## src/rtl/led_pwm_bank_if.sv

```systemverilog
// Configuration bus for led_pwm_bank: one channel (mode + duty) written per strobe.
interface led_pwm_bank_if #(
    parameter int N_LED    = 7,
    parameter int PWM_BITS = 8
);
    localparam int SELW = (N_LED > 1) ? $clog2(N_LED) : 1;

    logic                cfg_we;
    logic [SELW-1:0]     cfg_sel;
    logic [1:0]          cfg_mode;
    logic [PWM_BITS-1:0] cfg_duty;

    modport master (output cfg_we, cfg_sel, cfg_mode, cfg_duty);
    modport slave  (input  cfg_we, cfg_sel, cfg_mode, cfg_duty);
endinterface

```

## src/rtl/led_pwm_bank.sv

```systemverilog
// Bank of phase-aligned LED PWM channels sharing one prescaler, PWM counter,
// blink phase and breathe ramp; per-channel mode/duty set through a config bus.
module led_pwm_bank #(
    parameter int N_LED        = 7,
    parameter int PWM_BITS     = 8,
    parameter int PRESC        = 16,
    parameter int BLINK_FRAMES = 32,
    parameter bit RESET_ON     = 1'b1
) (
    input  logic             clk,
    input  logic             rst_n,
    led_pwm_bank_if.slave    cfg,
    output logic [N_LED-1:0] led,
    output logic             frame_tick
);
    localparam int SELW = (N_LED > 1) ? $clog2(N_LED) : 1;
    localparam int PREW = (PRESC > 1) ? $clog2(PRESC) : 1;
    localparam int BFW  = (BLINK_FRAMES > 1) ? $clog2(BLINK_FRAMES) : 1;

    localparam logic [PREW-1:0]     PRE_LAST = PREW'(PRESC - 1);
    localparam logic [BFW-1:0]      BF_LAST  = BFW'(BLINK_FRAMES - 1);
    localparam logic [PWM_BITS-1:0] PWM_MAX  = {PWM_BITS{1'b1}};

    localparam logic [1:0] MODE_OFF     = 2'b00;
    localparam logic [1:0] MODE_ON      = 2'b01;
    localparam logic [1:0] MODE_BLINK   = 2'b10;
    localparam logic [1:0] MODE_BREATHE = 2'b11;

    localparam logic [1:0]          MODE_RST = RESET_ON ? MODE_ON : MODE_OFF;
    localparam logic [PWM_BITS-1:0] DUTY_RST = {PWM_BITS{RESET_ON}};

    logic [PREW-1:0]     pre_cnt;
    logic [PWM_BITS-1:0] pwm;
    logic [BFW-1:0]      blink_cnt;
    logic                blink_ph;
    logic [PWM_BITS-1:0] lvl;
    logic                dir_up;

    logic                step;
    logic                wrap;
    logic                blink_tc;

    logic [1:0]          mode  [N_LED];
    logic [PWM_BITS-1:0] duty  [N_LED];
    logic [PWM_BITS-1:0] d_eff [N_LED];
    logic [N_LED-1:0]    led_nxt;

    // Prescaler and blink frame counter run downward; terminal count is zero.
    assign step     = (pre_cnt == '0);
    assign wrap     = step && (pwm == PWM_MAX);
    assign blink_tc = (blink_cnt == '0);

    always_ff @(posedge clk) begin
        if (!rst_n) begin
            pre_cnt    <= PRE_LAST;
            pwm        <= '0;
            blink_cnt  <= BF_LAST;
            blink_ph   <= 1'b0;
            lvl        <= '0;
            dir_up     <= 1'b1;
            frame_tick <= 1'b0;
        end else begin
            pre_cnt    <= step ? PRE_LAST : pre_cnt - 1'b1;
            frame_tick <= wrap;
            if (step) begin
                pwm <= pwm + 1'b1;
            end
            if (wrap) begin
                blink_cnt <= blink_tc ? BF_LAST : blink_cnt - 1'b1;
                if (blink_tc) begin
                    blink_ph <= ~blink_ph;
                end
                // Turn-around frames hold the end level for one extra frame.
                if (dir_up) begin
                    if (lvl == PWM_MAX) dir_up <= 1'b0;
                    else                lvl    <= lvl + 1'b1;
                end else begin
                    if (lvl == '0) dir_up <= 1'b1;
                    else           lvl    <= lvl - 1'b1;
                end
            end
        end
    end

    always_ff @(posedge clk) begin
        if (!rst_n) begin
            for (int i = 0; i < N_LED; i++) begin
                mode[i] <= MODE_RST;
                duty[i] <= DUTY_RST;
            end
        end else if (cfg.cfg_we) begin
            // Out-of-range selects match no channel and are dropped.
            for (int i = 0; i < N_LED; i++) begin
                if (cfg.cfg_sel == SELW'(i)) begin
                    mode[i] <= cfg.cfg_mode;
                    duty[i] <= cfg.cfg_duty;
                end
            end
        end
    end

    always_comb begin
        led_nxt = '0;
        for (int i = 0; i < N_LED; i++) begin
            unique case (mode[i])
                MODE_OFF:     d_eff[i] = '0;
                MODE_ON:      d_eff[i] = duty[i];
                MODE_BLINK:   d_eff[i] = blink_ph ? duty[i] : '0;
                MODE_BREATHE: d_eff[i] = (lvl < duty[i]) ? lvl : duty[i];
                default:      d_eff[i] = '0;
            endcase
            // Full-scale duty forces solid on so there is no dark step at pwm=max.
            led_nxt[i] = (d_eff[i] == PWM_MAX) || (pwm < d_eff[i]);
        end
    end

    always_ff @(posedge clk) begin
        if (!rst_n) led <= '0;
        else        led <= led_nxt;
    end
endmodule

```

## src/flat_wrapper.sv

```systemverilog
// flat-port wrapper written by rule: the top's interface ports become plain ports
module led_pwm_bank_flat 
#(
    parameter int N_LED        = 7,
    parameter int PWM_BITS     = 8,
    parameter int PRESC        = 16,
    parameter int BLINK_FRAMES = 32,
    parameter bit RESET_ON     = 1'b1
)
  (clk, rst_n, led, frame_tick, cfg_cfg_we, cfg_cfg_sel, cfg_cfg_mode, cfg_cfg_duty);
  led_pwm_bank_if #(.N_LED(N_LED), .PWM_BITS(PWM_BITS)) cfg_i ();
  input  logic clk;
  input  logic rst_n;
  output logic [N_LED-1:0] led;
  output logic frame_tick;
  input wire logic [$bits(cfg_i.cfg_we)-1:0] cfg_cfg_we;
  input wire logic [$bits(cfg_i.cfg_sel)-1:0] cfg_cfg_sel;
  input wire logic [$bits(cfg_i.cfg_mode)-1:0] cfg_cfg_mode;
  input wire logic [$bits(cfg_i.cfg_duty)-1:0] cfg_cfg_duty;
  assign cfg_i.cfg_we = cfg_cfg_we;
  assign cfg_i.cfg_sel = cfg_cfg_sel;
  assign cfg_i.cfg_mode = cfg_cfg_mode;
  assign cfg_i.cfg_duty = cfg_cfg_duty;
  led_pwm_bank #(.N_LED(N_LED), .PWM_BITS(PWM_BITS), .PRESC(PRESC), .BLINK_FRAMES(BLINK_FRAMES), .RESET_ON(RESET_ON)) u_core (.clk(clk), .rst_n(rst_n), .cfg(cfg_i), .led(led), .frame_tick(frame_tick));
endmodule
```

## config.mk

```make
export PLATFORM = sky130hd
export DESIGN_NAME = led_pwm_bank_flat
export DESIGN_NICKNAME = d
export VERILOG_FILES = /design/src/rtl/led_pwm_bank_if.sv /design/src/rtl/led_pwm_bank.sv /design/src/flat_wrapper.sv
export SDC_FILE = /design/constraint.sdc
export NUM_CORES = 1
export LEC_CHECK = 0
export BUFFER_PORTS_ARGS = -buffer_cell sky130_fd_sc_hd__buf_2
export CAP_MARGIN = 20
export CORE_AREA = 2 2 140 142
export CTS_BUF_LIST = sky130_fd_sc_hd__clkbuf_4 sky130_fd_sc_hd__clkbuf_8
export DETAILED_ROUTE_END_ITERATION = 10
export DIE_AREA = 0 0 142 144
export SLEW_MARGIN = 20
export SYNTH_ARGS = -nofsm -noshare
export SYNTH_HDL_FRONTEND = slang
export SYNTH_SLANG_ARGS = --single-unit
```

## constraint.sdc

```tcl
create_clock -name clk -period 7.2 [get_ports clk]
set_input_delay 0.72 -clock clk [delete_from_list [all_inputs] [get_ports clk]]
set_output_delay 0.72 -clock clk [all_outputs]
set_load 0.02 [all_outputs]
```

==> results.md <==
STA:
- The sum of negative setup slack is 0 ns.
- For this run, the top clock speed supported by timing is between 200 and 300 MHz.
- The count of final hold-check violations is 0.
- The slew at the pin closest to its max-slew limit is 1.14 ns.
- Counting I/O delays and the setup requirement, the final critical path takes 3.91 ns.
- The worst max-slew margin expressed relative to the limit is approximately a quarter.
- The number of slew-limit violations in the final report is 0.
- The clock arrives with 0.0165 ns of skew.
- Setup repair after global routing left no endpoint under its margin.
- Dividing the final minimum period by the clock period gives 54.3%.
- The worst slack on hold paths is 0.423 ns.
- Setup violations remaining at the end of the flow were counted as 0.

Logic synthesis:
- In this run, synthesis inferred 70 flip-flops with an integrated enable.
- Counting flops with an async set or reset pin after synthesis yields a share of 0%.
- The per-instance average area after synthesis is ~9.4 µm².
- The number of warnings reported in the yosys synthesis log is 0.
- The cell count after synthesis is 797.
- In this run, distinct cell masters in the synthesized netlist total 64.
- The sequential cell area fraction in the yosys report is 37.3%.
- The synthesized cell area is 7510 µm².
- For this run, the leading register cell type out of synthesis is sky130_fd_sc_hd__edfxtp_1.
- When the netlist entered floorplanning its net count stood at 921.
- After synthesis the netlist holds a flip-flop and latch count of 105.

Routing:
- Dividing the detail-routed wire length by the instance count gives 18.2 µm.
- The detailed-router iteration count before antenna repair is 5.
- The residual DRC count is 0.
- The total via count after detailed routing is roughly 5.9k.
- In the routed layout, each cell is associated on average with a via count of 5.60.
- The first routing iteration left 416 violations.
- The total routed wirelength is 19.4 mm.
- The antenna violation net count after detailed routing is 0.

Setup path:
- The signal on the critical path passes through buf_4, ha_1, o21a_1, o21ai_0, o21bai_1, a41oi_1, mux2i_1, a22oi_1, ha_1, and4_1, o2111ai_1, a221oi_1, nor3_1, a41o_1.
- The most frequent cell on the critical path is sky130_fd_sc_hd__ha_1.
- The critical path's slowest cell is sky130_fd_sc_hd__mux2i_1.
- The required time of the critical path is 7.48 ns.
- The worst path buffer plus inverter count is 1.
- The critical path start-end classification is reg -> reg.
- STA classifies the critical path endpoint as a flop.
- The largest fanout on the critical path is 11.
- At the worst endpoint, the arrival time is 4.19 ns.
- The type of origin of the critical path is a flop.
- The largest single stage delay on the critical path is 0.68 ns.
- The cell family with the largest share of critical-path delay is compound AO/OA/AOI/OAI gates.

Floorplan:
- The region available for standard cell placement spans around 19000 µm².
- The total number of placement rows is 51.
- 24 I/O pins were placed.
- The total die area is 20400 µm².
- The starting density of the core is 39.3%.
- From left edge to right edge, the die measures 142 µm.
- The vertical die dimension is 144 µm.

Finish:
- The layout has 1900 filler cells.
- The growth of design area from synthesis to finish is 8.65%.
- The number of non-filler instances in the completed layout is between 1k and 1.5k.
- For this run, the post-layout net count is 943.
- The repair_antennas step left the layout with diodes totalling 0.
- In the final layout, the share of cells above drive strength 1 is roughly 8.4%.
- For this run, the share of the core covered by cells in the final layout is ~43%.

CTS:
- The clock tree root buffer cell is sky130_fd_sc_hd__clkbuf_8.
- The clock slew seen by the registers of the worst setup and hold paths is 0.10 ns.
- The level count of the clock H-tree is 3.
- The count of instances resized after the clock tree is built is 0.
- The clock reaches the later pin of the worst-skew pair after between 0.3 and 0.4 ns.
- The number of clock sinks is 105.
- The number of clock buffers inserted by TritonCTS is 9.
- The number of hold buffers added after CTS was 0.
- The maximum count of clock buffers along a single path is 2.
- In this run the post-CTS setup repair buffer count came out at 0.
- TritonCTS built the clock tree.

Global route:
- The number of global-route vias before repair is 5650.
- The total overflow reported by the global router is 0.
- Entering global routing, the biggest net connects 34 pins.
- The initial antenna violation count is 0.
- The wire length of the first global-routing pass is 30.5 mm.
- Global routing used 19.6% of the available tracks across all layers.

Placed design:
- The number of cells after detailed placement is 1046.
- During placement, the flow inserted port buffers numbering 23.
- Detailed placement ended at an HPWL of 13.4 mm.
- The congestion estimate from routability-driven global placement came to 0.840.

Pwr:
- The maximum ir drop on the vdd rail is 81.4 µV.
- The analysis attributes to cell leakage a power of between 3 and 4 nW.
- Power spread over the standard cell area amounts to 159 nW/µm².

Outcome:
- The run finished with clean final reports.

Min path:
- The type of the worst min-delay path is reg -> reg.

Run:
- The max-capacitance violation count is 0.
==> sequential cells by signal (all words and copies together), names as in the netlist, 4 cells and up <==
| name | count |
|---|---|
| u_core.mode | 14 |
| u_core.pre_cnt | 4 |
| u_core.duty | 56 |
| u_core.blink_cnt | 5 |
| u_core.pwm | 8 |
| u_core.led | 7 |
| u_core.lvl | 8 |
==> area by class of cell <==
class | count | area, µm² | share of cell area, %
clock buffers | 10 | 131 | 1.61
clock inverters | 6 | 90.1 | 1.10
inverters | 67 | 251 | 3.08
multi-input cells | 596 | 4340 | 53.2
flip-flops and latches | 105 | 2800 | 34.4
well taps | 238 | 298 | 3.65
repair buffers | 40 | 243 | 2.98
==> layout by cell type, fill, tap and decap left out, drive strengths merged, types with 4 or more instances in the layout <==
master  instances
nand4          15
a211o           6
nand3          11
o21a            5
mux2i          14
ha            107
nand2          88
a22oi          32
o21ai          33
mux2            4
inv            68
xnor2          10
a21o           19
a32oi           6
edfxtp         70
and2           22
or3             4
clkbuf         10
buf            40
nor3           25
nor2           35
xor2            4
o211ai          7
nor2b          25
a21boi          6
dfxtp          35
and3            5
nand2b         16
and4            4
a21oi          43
nor4            4
==> worst paths after layout <==
kind	start	to	cells after the start	slack, ns
setup reg to reg	u_core.lvl[2]	u_core.led[6]	14	3.29
hold reg to reg	u_core.pre_cnt[0]	u_core.pre_cnt[0]	1	0.42
setup / recovery	u_core.lvl[2]	u_core.led[6]	14	3.29
hold / removal	u_core.pre_cnt[0]	u_core.pre_cnt[0]	1	0.42
==> report_power, final <==
| group | total [W] | switching (W) | internal (W) |
|---|---|---|---|
| logic | 0.000179 | 0.000112 | 0.0000675 |
| clock network | 0.000417 | 0.000216 | 0.000201 |
| registers | 0.000699 | 0.0000213 | 0.000677 |
==> cells by family after synthesis <==
family / synth area share (%)
muxes: 2.47
xor gates and xnor gates: 1.63
buffers and inverters: 4.98
AOI/OAI and AO/OA: 17.3
DFF: 37.3
adders and majority gates: 18.1
and+or+nand+nor: 18.2
==> synthesized netlist by cell type (14+ instances only) <==
cell	count	area [µm²]
sky130_fd_sc_hd__o21ai_0	33	165
sky130_fd_sc_hd__ha_1	107	1340
sky130_fd_sc_hd__and2_1	20	125
sky130_fd_sc_hd__a21oi_1	42	210
sky130_fd_sc_hd__nor2b_1	25	156
sky130_fd_sc_hd__clkbuf_1	25	93.8
sky130_fd_sc_hd__a21o_1	19	143
sky130_fd_sc_hd__nand2b_1	16	100
sky130_fd_sc_hd__a22oi_1	31	233
sky130_fd_sc_hd__nor2_1	35	131
sky130_fd_sc_hd__nand4_1	15	93.8
sky130_fd_sc_hd__nor3_1	25	125
sky130_fd_sc_hd__dfxtp_1	35	701
sky130_fd_sc_hd__inv_1	67	251
sky130_fd_sc_hd__mux2i_1	14	140
sky130_fd_sc_hd__nand2_1	88	330
sky130_fd_sc_hd__edfxtp_1	70	2100
==> worst reg2reg max path: cells and delay by family, from the launching register on <==
family	cells	cell delay, ns
compound gates	8	1.27
mux	1	0.68
flops	1	0.65
fa+ha+maj	2	0.56
simple gates	2	0.34
buf+inv	1	0.31
==> metrics by stage <==
stage / cell area [µm²] / power, W / setup WS, ns
detailed placement: 7920 / 0.000890 / 3.38
CTS: 8150 / 0.00131 / 3.34
floorplan: 7510 / 0.000836 / 4.07
global placement: 7920 / 0.000887 / 3.47
global route: 8160 / 0.00136 / 2.99
finish: 8160 / 0.00129 / 3.29
==> layer usage <==
layer	GRT usage [%]	part of all wire, %	up-vias
li1	-	-	2978
met1	26.2	47	2802
met2	32.4	46	131
met3	2.88	3.7	31
met4	7.26	2.9	0
met5	0	0	-
(Power assumes the default switching activity.)
